==> src/rtl/regfile_sb.sv <==
// regfile_sb: integer register file with two read ports, two write-back ports,
// same-cycle write-to-read bypass and a per-register busy scoreboard.
module regfile_sb #(
    parameter int XLEN = 32,
    parameter int AW   = 5
) (
    input  logic            clk,
    input  logic            rst,
    input  logic [AW-1:0]   rs1_addr,
    input  logic [AW-1:0]   rs2_addr,
    output logic [XLEN-1:0] rs1_data,
    output logic [XLEN-1:0] rs2_data,
    output logic            rs1_busy,
    output logic            rs2_busy,
    input  logic            issue_en,
    input  logic [AW-1:0]   issue_rd,
    input  logic            wb0_en,
    input  logic [AW-1:0]   wb0_addr,
    input  logic [XLEN-1:0] wb0_data,
    input  logic            wb1_en,
    input  logic [AW-1:0]   wb1_addr,
    input  logic [XLEN-1:0] wb1_data
);
    localparam int NREG = 2 ** AW;

    logic [XLEN-1:0] rview [NREG];
    logic [NREG-1:0] busy;
    logic            m01, m11, m02, m12;

    assign rview[0] = '0;
    assign busy[0]  = 1'b0;

    // Per-register storage; wb0 has priority over wb1, issue set over write-back clear.
    for (genvar i = 1; i < NREG; i++) begin : g_reg
        logic [XLEN-1:0] r;
        logic            b;
        logic            hit0, hit1, set;
        assign hit0 = wb0_en && wb0_addr == AW'(i);
        assign hit1 = wb1_en && wb1_addr == AW'(i);
        assign set  = issue_en && issue_rd == AW'(i);
        always_ff @(posedge clk)
            if (!rst) begin
                r <= '0;
                b <= 1'b0;
            end else begin
                r <= hit0 ? wb0_data : hit1 ? wb1_data : r;
                b <= set || (b && !(hit0 || hit1));
            end
        assign rview[i] = r;
        assign busy[i]  = b;
    end

    always_comb begin
        m01 = wb0_en && wb0_addr == rs1_addr;
        m11 = wb1_en && wb1_addr == rs1_addr;
        m02 = wb0_en && wb0_addr == rs2_addr;
        m12 = wb1_en && wb1_addr == rs2_addr;
        rs1_data = (!rst || rs1_addr == '0) ? '0 : m01 ? wb0_data : m11 ? wb1_data : rview[rs1_addr];
        rs2_data = (!rst || rs2_addr == '0) ? '0 : m02 ? wb0_data : m12 ? wb1_data : rview[rs2_addr];
        rs1_busy = rst && busy[rs1_addr] && !(m01 || m11);
        rs2_busy = rst && busy[rs2_addr] && !(m02 || m12);
    end
endmodule

==> config.mk <==
export PLATFORM = sky130hd
export DESIGN_NAME = regfile_sb
export DESIGN_NICKNAME = d
export VERILOG_FILES = /design/src/rtl/regfile_sb.sv
export SDC_FILE = /design/constraint.sdc
export NUM_CORES = 2
export LEC_CHECK = 0
export BUFFER_PORTS_ARGS = -buffer_cell sky130_fd_sc_hd__buf_2
export CAP_MARGIN = 25
export CELL_PAD_IN_SITES_DETAIL_PLACEMENT = 0
export CELL_PAD_IN_SITES_GLOBAL_PLACEMENT = 1
export CORE_UTILIZATION = 46
export CTS_CLUSTER_DIAMETER = 30
export DETAILED_ROUTE_END_ITERATION = 8
export PLACE_DENSITY = 0.8
export SYNTH_ARGS = -nofsm -noshare
export SYNTH_HDL_FRONTEND = slang
export SYNTH_SLANG_ARGS = --single-unit
==> constraint.sdc <==
create_clock -name clk -period 2.2 [get_ports clk]
set_clock_uncertainty 0.1 [all_clocks]
set_input_delay 0.22 -clock clk [delete_from_list [all_inputs] [get_ports clk]]
set_output_delay 0.22 -clock clk [all_outputs]
set_load 0.01 [all_outputs]
==> metrics.txt <==
Startpoint Class flip-flop; synth unique cells 63; worst setup margin -1.08 ns; Die Width between 300 and 400 µm; die height about 380 µm; clk_lat worst skew a little under 0.9 ns; clock buffer depth 4; # IOs 160; post-DR vias/cell 7.14; H-tree levels 5; Post-DP HPWL 224 mm; Pre-antenna DRT Iters 9; final setup vio count 66; Peak Freq roughly 300 MHz; Final Hold Vio Count 0; Final Util ~62%; worst-margin pin slew between 1 and 1.5 ns; routability cong. roughly 1.1; clock network power share approximately 60%; WHS Endpoint g_reg[6].r[0]; drt total wl between 300 and 400 mm; die footprint about 0.15 mm²; RR Startpoint g_reg[9].r[28]; Iter 0 DRT Violations 10900; Root Buffer Master clkbuf_16; Async S/R FF share, synth 0%; sw frac 26.3%; post-synthesis sequential area ratio 30.8%; combinational share of power between 10% and 20%; row count approximately 140; Post-synth EDFFs 0; cell count after synthesis slightly below 7000; top cells by area, synth dfxtp_1, o211a_1, mux4_2, mux2i_1, nand2_1; number of global-route vias before repair around 67000; Final ANT Viol Nets 0; Switch Pwr around 18 mW; Yosys Warn Count 0; Synth top area share between 30% and 40%; CP Class flip-flop to output pin; Crit path required time roughly 1.9 ns; Worst setup startpoint g_reg[23].b; fin crit period about 3.3 ns; WHS Path Cells 5; worst r2r dst g_reg[9].r[28]; clk slew on worst S/H paths about 0.040 ns; Final #Nets ~7700; fin. max-slew vios 0; Sink Count around 1000; via count ~70000; Layout fillers about 11000; Syn Nets roughly 7000; RSZ-0062 raised after global routing true; relative slew slack 27.6%; Max-Cap Viols 0; CTS tree yes; pin count of the biggest net entering global routing between 150 and 200; flop and latch count out of synthesis between 1000 and 1500; Internal Power a little over 50 mW; CP Capture Type output pin; share of cells above drive strength 1 a little over a third; reg2reg setup slack ~0.68 ns; Top FF cell, synth dfxtp_1; post-synth top area cell dfxtp_1; Reg2Reg Depth 5; area of the core 0.143 mm²; CP Max Fanout 2; outcome complete, but fails checks; first-pass GRT wire length approximately 490 mm; DRC viols 0; worst vdd ir 876 µV; hold crit path type input pin to flip-flop; Flop pwr share about 28%; setup tns final -55.29 ns; failing checks negative setup slack; initial core utilization a little under half; WP data arrival about 3.0 ns; syn_area_per_cell 9.61 µm²; period utilization 149%; initial antenna violation count 25; Overall Global Routing Usage 45.9%; Power Density about 770 mW/mm²; total CTS buffers roughly 290; Post-Place Worst Slack -1.15 ns; Leak around 47 nW; Synth Cell Area between 0.06 and 0.07 mm²; drt wl/cell approximately 36 µm; IO buf count 159; area growth from synthesis to layout 34.8%; worst hold start wb1_data[0]; aggregate global routing overflow 0
-- layout by cell type (no fill, tap or decap), types with 83 or more instances in the layout --
master	instances
nand3_1	688
o211a_1	992
buf_4	821
dfxtp_2	154
mux2i_1	775
dfxtp_1	869
dlygate4sd3_1	85
buf_2	123
buf_6	83
buf_12	239
clkbuf_16	295
mux4_2	421
nand2_1	1069
-- layer usage --
layer	track usage, %	wire length, µm
met5	0	225
met1	55.3	119000
met3	18.4	52600
met2	64.3	140000
met4	36.9	33600
-- what timing repair did --
item,in CTS,in global routing
resized for setup,368,181
hold buffers,87,0
gates cloned,0,1
buffers inserted,11,5
pin swaps,107,93
endpoints found under the hold margin,873,0
endpoints found under the setup margin,66,72
-- layout make-up --
| cell class | instances | area (µm²) | area share (%) |
|---|---|---|---|
| tap | 1903 | 2380 | 2.66 |
| clock inverter | 97 | 1170 | 1.30 |
| inverter | 1 | 3.75 | 0.00419 |
| sequential | 1023 | 20700 | 23.1 |
| antenna | 16 | 40.0 | 0.0447 |
| clock buffer | 383 | 8240 | 9.20 |
| multi-input combinational | 4887 | 43500 | 48.6 |
| timing repair buffer | 1363 | 13600 | 15.1 |
-- worst max-delay path by stage --
stage	end	slack, ns	cells past startpoint
6_report	rs2_busy	-1.08	6
3_5_place_dp	rs2_busy	-1.15	9
3_3_place_gp	rs2_data[10]	-1.42	11
4_1_cts	rs2_data[5]	-1.04	7
5_1_grt	rs2_data[5]	-1.09	7
2_1_floorplan	rs2_data[14]	0.03	8
-- stage by stage --
| step | cell area, µm² | hold slack, ns | cells | total power [mW] |
|---|---|---|---|---|
| final | 89600 | 0.0219 | 9673 | 68.7 |
| after global routing | 89600 | 0.0188 | 9661 | 69.8 |
| after CTS | 88800 | 0.000186 | 9656 | 68.0 |
| after detailed placement | 77000 | 0.451 | 9090 | 26.9 |
| after global placement | 76900 | 0.441 | 9087 | 26.8 |
| after floorplan | 66500 | 0.354 | 6915 | 23.4 |
-- power by group through the flow --
stage / Combinational (mW) / Clock, mW / Sequential, mW
finish: 8.34 / 41.1 / 19.3
global route: 8.41 / 42.1 / 19.3
CTS: 7.79 / 40.9 / 19.2
detailed placement: 7.31 / 0 / 19.6
global placement: 7.25 / 0 / 19.5
floorplan: 3.92 / 0 / 19.5
-- sequential cells by signal, indices dropped and copies added (netlist names) --
name	flops
g.r	992
g.b	31
-- worst max-delay path: stages (launching register included) --
cell	delay (ns)
dfxtp_2	0.32
mux4_2	0.47
mux4_2	0.51
mux2i_4	0.40
buf_6	0.18
nor2_4	0.05
buf_6	0.12
-- cell families (layout without fill, tap and decap cells) --
logic type      after synthesis  after routing  synth area share [%]
xor+xnor                     20             20                 0.264
flops                      1023           1023                  30.8
compound gates             1490           1490                  20.5
mux                        1289           1289                  27.5
other cells                   0             16                     0
simple gates               2088           2088                  14.0
buf+inv                    1005           1844                  6.91
-- Yosys cell counts (8+ instances only) --
master and n:
buf_2 117, a21o_1 13, or2_2 15, mux2i_1 784, o211a_1 992, xnor2_1 8, nor2_1 69, nor4_1 10
mux4_2 421, and3_1 10, mux2_2 84, o21ai_0 66, xor2_1 12, buf_6 37, o22ai_1 58, and2_1 25
nor2_2 10, a22oi_1 84, nand3_1 688, nor2b_1 70, nand2b_1 17, a211oi_1 48, nand2_1 1113, buf_1 97
a221oi_1 66, buf_4 85, a21oi_1 27, a22o_1 19, a221o_1 12, o32ai_1 47, dfxtp_1 1023, o221ai_1 18
clkbuf_1 662, a32oi_1 18, nor3_1 33
Note: power is estimated with default switching activity, not from simulation.
